$ cat config.mk
export PLATFORM = sky130hd
export DESIGN_NAME = tick_period_monitor
export DESIGN_NICKNAME = d
export VERILOG_FILES = /design/src/rtl/tick_period_monitor.sv
export SDC_FILE = /design/constraint.sdc
export NUM_CORES = 1
export LEC_CHECK = 0
export CAP_MARGIN = 20
export CORE_ASPECT_RATIO = 1.1
export CORE_MARGIN = 2
export CORE_UTILIZATION = 45
export CTS_CLUSTER_SIZE = 14
export DETAILED_ROUTE_END_ITERATION = 8
export PLACE_DENSITY = 0.68
export SLEW_MARGIN = 15
export SYNTH_ARGS = -nofsm -noshare
export SYNTH_HDL_FRONTEND = slang
export SYNTH_SLANG_ARGS = --single-unit
$ cat constraint.sdc
create_clock -name clk -period 2.8 [get_ports clk]
set_clock_uncertainty 0.15 [all_clocks]
set_input_delay 0.56 -clock clk [delete_from_list [all_inputs] [get_ports clk]]
set_output_delay 0.56 -clock clk [all_outputs]
set_load 0.02 [all_outputs]
$ cat src/rtl/tick_period_monitor.sv
// rtl/tick_period_monitor.sv - interval checker for a periodic one-cycle strobe
// Optional saturating error counter: define TICK_PERIOD_MONITOR_ERRCNT_EN.
module tick_period_monitor #(
    parameter int counterbits = 16,
    parameter int wholeway    = 26214,
    parameter int tolerance   = 2,
    parameter int lockcount   = 4
) (
    input  logic                   clk,
    input  logic                   reset,
    input  logic                   tick,
    output logic [counterbits-1:0] period_out,
    output logic                   period_valid,
    output logic                   locked,
    output logic                   err_early,
    output logic                   err_missing,
    output logic [7:0]             err_count
);

    localparam logic [counterbits-1:0] lo      = counterbits'(wholeway - tolerance);
    localparam logic [counterbits-1:0] hi      = counterbits'(wholeway + tolerance);
    localparam logic [counterbits-1:0] cnt_one = counterbits'(1);
    localparam logic [3:0]             lock_target = 4'(lockcount);

    typedef enum logic [1:0] {HUNT = 2'd0, ACQUIRE = 2'd1, LOCKED = 2'd2} state_t;

    state_t                 state, state_next;
    logic                   tick_d;
    logic [counterbits-1:0] cnt;
    logic [3:0]             good, good_next;
    logic                   rise, is_early, in_window, timeout;
    logic                   capture, early_evt, missing_evt;

    assign rise      = tick & ~tick_d;
    assign is_early  = cnt < lo;
    assign in_window = !is_early && (cnt <= hi);
    // A rise landing on the timeout cycle wins and is judged with cnt == hi.
    assign timeout   = !rise && (cnt == hi);

    always_ff @(posedge clk or posedge reset) begin
        if (reset) state <= HUNT;
        else       state <= state_next;
    end

    always_comb begin
        state_next = state;
        case (state)
            HUNT: if (rise) state_next = ACQUIRE;
            ACQUIRE: begin
                if (rise) begin
                    if (in_window && (good + 4'd1 == lock_target)) state_next = LOCKED;
                end else if (timeout) begin
                    state_next = HUNT;
                end
            end
            LOCKED: begin
                if (rise) begin
                    if (is_early) state_next = ACQUIRE;
                end else if (timeout) begin
                    state_next = HUNT;
                end
            end
            default: state_next = HUNT;
        endcase
    end

    always_comb begin
        capture     = 1'b0;
        early_evt   = 1'b0;
        missing_evt = 1'b0;
        good_next   = good;
        case (state)
            ACQUIRE: begin
                if (rise) begin
                    capture = 1'b1;
                    if (in_window && (good + 4'd1 != lock_target)) begin
                        good_next = good + 4'd1;
                    end else begin
                        early_evt = is_early;
                        good_next = 4'd0;
                    end
                end else if (timeout) begin
                    missing_evt = 1'b1;
                    good_next   = 4'd0;
                end
            end
            LOCKED: begin
                good_next = 4'd0;
                if (rise) begin
                    capture   = 1'b1;
                    early_evt = is_early;
                end else if (timeout) begin
                    missing_evt = 1'b1;
                end
            end
            default: good_next = 4'd0;
        endcase
    end

    always_ff @(posedge clk or posedge reset) begin
        if (reset) begin
            tick_d       <= 1'b0;
            cnt          <= '0;
            good         <= 4'd0;
            period_out   <= '0;
            period_valid <= 1'b0;
            locked       <= 1'b0;
            err_early    <= 1'b0;
            err_missing  <= 1'b0;
        end else begin
            tick_d <= tick;
            good   <= good_next;
            // cnt is held at 0 while hunting so a dead strobe raises one error only.
            if (rise)                              cnt <= cnt_one;
            else if (state == HUNT || missing_evt) cnt <= '0;
            else if (cnt != '1)                    cnt <= cnt + cnt_one;
            if (capture) period_out <= cnt;
            period_valid <= capture;
            locked       <= (state == LOCKED);
            err_early    <= early_evt;
            err_missing  <= missing_evt;
        end
    end

`ifdef TICK_PERIOD_MONITOR_ERRCNT_EN
    logic [7:0] err_cnt;

    always_ff @(posedge clk or posedge reset) begin
        if (reset)                                            err_cnt <= 8'd0;
        else if ((early_evt || missing_evt) && err_cnt != 8'hFF) err_cnt <= err_cnt + 8'd1;
    end

    assign err_count = err_cnt;
`else
    assign err_count = 8'd0;
`endif

endmodule

==> results.cfg, run 1 <==
[critical_path]
cp-start-kind = flip-flop
required_ns = 2.83
path_common_cell = and4_1
worstPathCellList = and4_1, nand4_2, or3_1, and4_1, xnor2_1, nor2_1
cp.arrival_ns = 2.44
end_kind = flip-flop
slowest_stage = dfrtp_1
crit_family = simple AND/OR/NAND/NOR gates
slowest_delay_ns = 0.53
path_buf_inv = 0
path_max_fanout = 10
crit_type = flip-flop to flip-flop

[global_route]
grt_pass1_vias = 1576
overflow = 0
grt_max_degree = 44
antenna_found_initial = 0
grt_pass1_wl_um = 7270
track_usage = 0.164

[synthesis]
ys_ff_latch = 43
syn_area_per_cell_um2 = 10.7
synth.area.top_cells = dfrtp_1 (48%), mux2_2 (7.0%), ha_1 (4.4%)
yosysSeqAreaShare = 0.478
syn_inst = 210
synth_edf_count = 0
synth_top_cell_by_area = dfrtp_1
synthDistinctLibCells = 50
yosysWarnings = 0
synth_area_mm2 = 0.00225
ys_async_sr_fraction = 1.00
synth_top_area_share = 0.478
synthFlopType = dfrtp_1

[sta]
period_needed_ns = 2.41
tightest_slew_ns = 0.536
setup_tns_ns = 0
rsz0062_at_grt = no
fin_hold_ws_ns = 0.345
final.setup.worst_slack_ns = 0.393
hold_violations = 0
max_clock_freq_mhz = 415
setup_viol = 0
final_max_slew_viol_count = 0
relSlewSlack = 0.642
finalCritPeriodShare = 0.860

[hold_path]
worstHoldPathType = flip-flop to flip-flop

[die]
fp.dieW_um = 71.5
fp.dieArea_mm2 = 0.00559
core-area_mm2 = 0.00493
die_y_um = 78.2
start_util = 0.457
ios = 31
rows = 27

[cts]
cts_made_buffers = 5
ctsLongestPathBuffers = 2
clk_latency_ns = 0.29
cts_tree = built
clock-sinks = 43
clockRootBuffer = clkbuf_8
hold_buffers = 0
post_cts_buffers = 0
htree_levels = 2
clk_pin_slew_worst_paths_ns = 0.08
cts_resized = 0

[routing]
drc = 0
wl_per_cell_um = 14.2
finalWirelength_um = 4230
drtPass1Iterations = 4
via_per_inst = 5.42
drt_iter0_markers = 83
ant_nets = 0
vias = 1610

[place]
gp_congestion = 0.832
port_buffers = 22
place_worst_setup_slack_ns = 0.402
hpwl_um = 2990

[cells_and_area]
multiInputGateArea_mm2 = 0.00108
final_cell_mix = dfrtp_1 (43), clkdlybuf4s50_1 (22), nor2_1 (20)
regArea_mm2 = 0.00108
syn_to_final_growth_pct = 16.0
drive_gt1_frac = 0.159
utilization = 0.530
fillers = 450
num-nets-final = 249
layout_commonest_cell = dfrtp_1
diodes = 0

[status]
status = finished, final reports clean

[power]
power_uw = 1660
leakage_uw = 0.00119
vdd_drop_max_uv = 295
p_per_area_mw_per_mm2 = 634

[flow_run]
drv_cap = 0
==> flip-flops by register name (all words and copies together) (netlist names) <==
signal,count
cnt,16
period_out,16
good,4
state,2
err_early,1
err_missing,1
locked,1
period_valid,1
tick_d,1
==> power breakdown <==
group	switching (uW)	total, uW	internal (uW)
Combinational	313	549	236
Clock	203	378	175
Sequential	46.7	729	682
==> tightest hold or removal path, stage by stage (launching register included) <==
cell	delay, ns
dfrtp_1	0.35
nand2_1	0.05
o21ai_0	0.06
==> path summary, 6_finish.rpt <==
kind                               startpoint       endpoint  slack, ns  cells past startpoint
worst min-delay path            period_out[1]  period_out[1]       0.35                      2
worst max register to register         cnt[7]         cnt[3]       0.39                      6
min in group asynchronous               reset      err_early       0.54                      3
max in group asynchronous               reset        cnt[14]       1.58                      3
worst min register to register  period_out[1]  period_out[1]       0.35                      2
worst max-delay path                   cnt[7]         cnt[3]       0.39                      6
==> Yosys cell counts (3+ instances only) <==
| cell type | number |
|---|---|
| dfrtp_1 | 43 |
| nor2_1 | 20 |
| nand2b_1 | 3 |
| mux2_2 | 14 |
| clkbuf_1 | 4 |
| nor3_1 | 6 |
| nand3_1 | 4 |
| o21ai_0 | 5 |
| buf_4 | 9 |
| and2_1 | 3 |
| xor2_1 | 6 |
| inv_1 | 9 |
| nand4_1 | 4 |
| nand2_1 | 14 |
| ha_1 | 8 |
| or3_1 | 3 |
| xnor2_1 | 6 |
| a21oi_1 | 9 |
==> area by class of cell <==
cell class,count,share of cell area
well taps,58,0.0278
multi-input cells,150,0.412
inverters,9,0.0129
clock buffers,7,0.0292
repair buffers,29,0.104
flip-flops and latches,43,0.412
clock inverters,1,0.00191
==> per-stage QoR <==
step	area, um2	std cells
5_1_grt	2610	297
3_5_place_dp	2530	289
3_3_place_gp	2530	289
2_1_floorplan	2280	217
6_report	2610	297
4_1_cts	2610	297
==> kinds of logic (layout without fill, tap and decap cells) <==
family	Yosys count	in the layout	share of synthesized area
AO/OA/AOI/OAI	33	33	0.107
XOR/XNOR	12	12	0.0466
adder cells (fa/ha/maj)	8	8	0.0444
buffers and inverters	24	46	0.0561
flip-flops	43	43	0.478
multiplexers	16	16	0.0811
other	1	8	0.00166
AND/OR/NAND/NOR	73	73	0.185
==> per-layer routing <==
layer	track usage	wire, um
met4	0.0642	76
met2	0.270	1970
met3	0.0449	131
met5	0	0
met1	0.204	2050
Note: power is estimated with default switching activity, not from simulation.
==> inputs of run 2 (changes only) <==
==> constraint.sdc (replaced) <==
create_clock -name clk -period 2.4 [get_ports clk]
set_clock_uncertainty 0.15 [all_clocks]
set_input_delay 0.48 -clock clk [delete_from_list [all_inputs] [get_ports clk]]
set_output_delay 0.48 -clock clk [all_outputs]
set_load 0.02 [all_outputs]
==> results.cfg, run 2 (synthesis results as in run 1) <==
[status]
status = finished, final reports clean

[routing]
wl_per_cell_um = 15.1
drtPass1Iterations = 4
finalWirelength_um = 4630
ant_nets = 0
drc = 0
via_per_inst = 5.47
vias = 1675
drt_iter0_markers = 61

[cts]
ctsLongestPathBuffers = 2
clock-sinks = 43
clockRootBuffer = clkbuf_8
cts_tree = built
clk_latency_ns = 0.30
cts_made_buffers = 5
hold_buffers = 0
post_cts_buffers = 0
htree_levels = 2
clk_pin_slew_worst_paths_ns = 0.08

[cells_and_area]
num-nets-final = 258
syn_to_final_growth_pct = 20.9
multiInputGateArea_mm2 = 0.00108
regArea_mm2 = 0.00108
layout_commonest_cell = dfrtp_1
diodes = 0
fillers = 432
final_cell_mix = dfrtp_1 (43), clkdlybuf4s50_1 (22), nor2_1 (20)
drive_gt1_frac = 0.214
reg_top3 = cnt: 16 flops, period_out: 16 flops, good: 4 flops

[die]
die_y_um = 78.2
core-area_mm2 = 0.00493
ios = 31
rows = 27
fp.dieW_um = 71.5
start_util = 0.457
fp.dieArea_mm2 = 0.00559

[place]
place_worst_setup_slack_ns = 0.0604
hpwl_um = 3280
gp_congestion = 0.915
port_buffers = 22

[global_route]
grt_max_degree = 44
overflow = 0
antenna_found_initial = 0
grt_pass1_wl_um = 7820
grt_pass1_vias = 1649
track_usage = 0.178

[critical_path]
crit_type = flip-flop to flip-flop
reg2reg_from = cnt[15]
cp-start-kind = flip-flop
end_kind = flip-flop
startpoint = cnt[15]
cp.arrival_ns = 2.39
required_ns = 2.44
path_max_fanout = 3

[power]
p_sw_uw = 697
switching_share = 0.337
p_comb_frac = 0.335
leakage_uw = 0.00125
internal-power_uw = 1370
sequentialPowerShare = 0.413
power_uw = 2070
p_per_area_mw_per_mm2 = 759
clkPwrFrac = 0.252
vdd_drop_max_uv = 317

[hold_path]
worstHoldPathType = flip-flop to flip-flop
min_from = period_out[14]

[sta]
tightest_slew_ns = 0.544
hold_violations = 0
finalCritPeriodShare = 0.980
max_clock_freq_mhz = 425
final.setup.worst_slack_ns = 0.0470
setup_viol = 0
fin_hold_ws_ns = 0.354
relSlewSlack = 0.637
rsz0062_at_grt = yes
period_needed_ns = 2.35
final_max_slew_viol_count = 0

[flow_run]
drv_cap = 0
run 2: layout make-up:
cell class,count,share of cell area
Timing Repair Buffer,38,0.130
Clock buffer,7,0.0354
Multi-Input combinational cell,150,0.398
Inverter,9,0.0124
Tap cell,58,0.0266
Sequential cell,43,0.395
Clock inverter,1,0.00276
run 2: power by group through the flow:
stage	clock, uW	sequential [uW]	combinational (uW)
6_report	521	854	692
5_1_grt	553	863	759
4_1_cts	529	849	694
3_5_place_dp	0	862	691
3_3_place_gp	0	860	682
2_1_floorplan	0	892	433
run 2: path summary, 6_finish.rpt:
path / end / slack (ns) / cells past startpoint
setup reg to reg: state[1] / 0.05 / 6
min in group asynchronous: period_out[3] / 0.46 / 3
setup / recovery: state[1] / 0.05 / 6
hold / removal: period_out[14] / 0.35 / 2
hold reg to reg: period_out[14] / 0.35 / 2
max in group asynchronous: state[1] / 1.27 / 3
run 2: worst max-delay path, stage by stage, from the launching register on:
cell and delay [ns]:
dfrtp_1 0.38, or4_4 0.58, nor4_4 0.20, o211ai_1 0.22
o2111ai_2 0.23, o211ai_2 0.17, mux2_4 0.32
run 2: stage by stage:
stage	cell area, um2	TNS (ns)	instances	utilization
floorplan	2280	0	217	-
finish	2720	0	306	0.552
global placement	2610	0	298	0.530
detailed placement	2610	0	298	0.530
CTS	2720	0	306	0.551
global route	2720	-0.0344	306	0.552
run 2: repair_timing:
action	in CTS	in global routing
resized for setup	0	4
endpoints found under the hold margin	0	0
setup endpoints to repair	0	4
run 2: layer usage:
metal	up-vias	global-route usage	wire length [um]
li1	797	-	-
met1	839	0.220	2050
met2	31	0.299	2330
met3	8	0.0372	146
met4	0	0.0774	96
met5	-	0	0
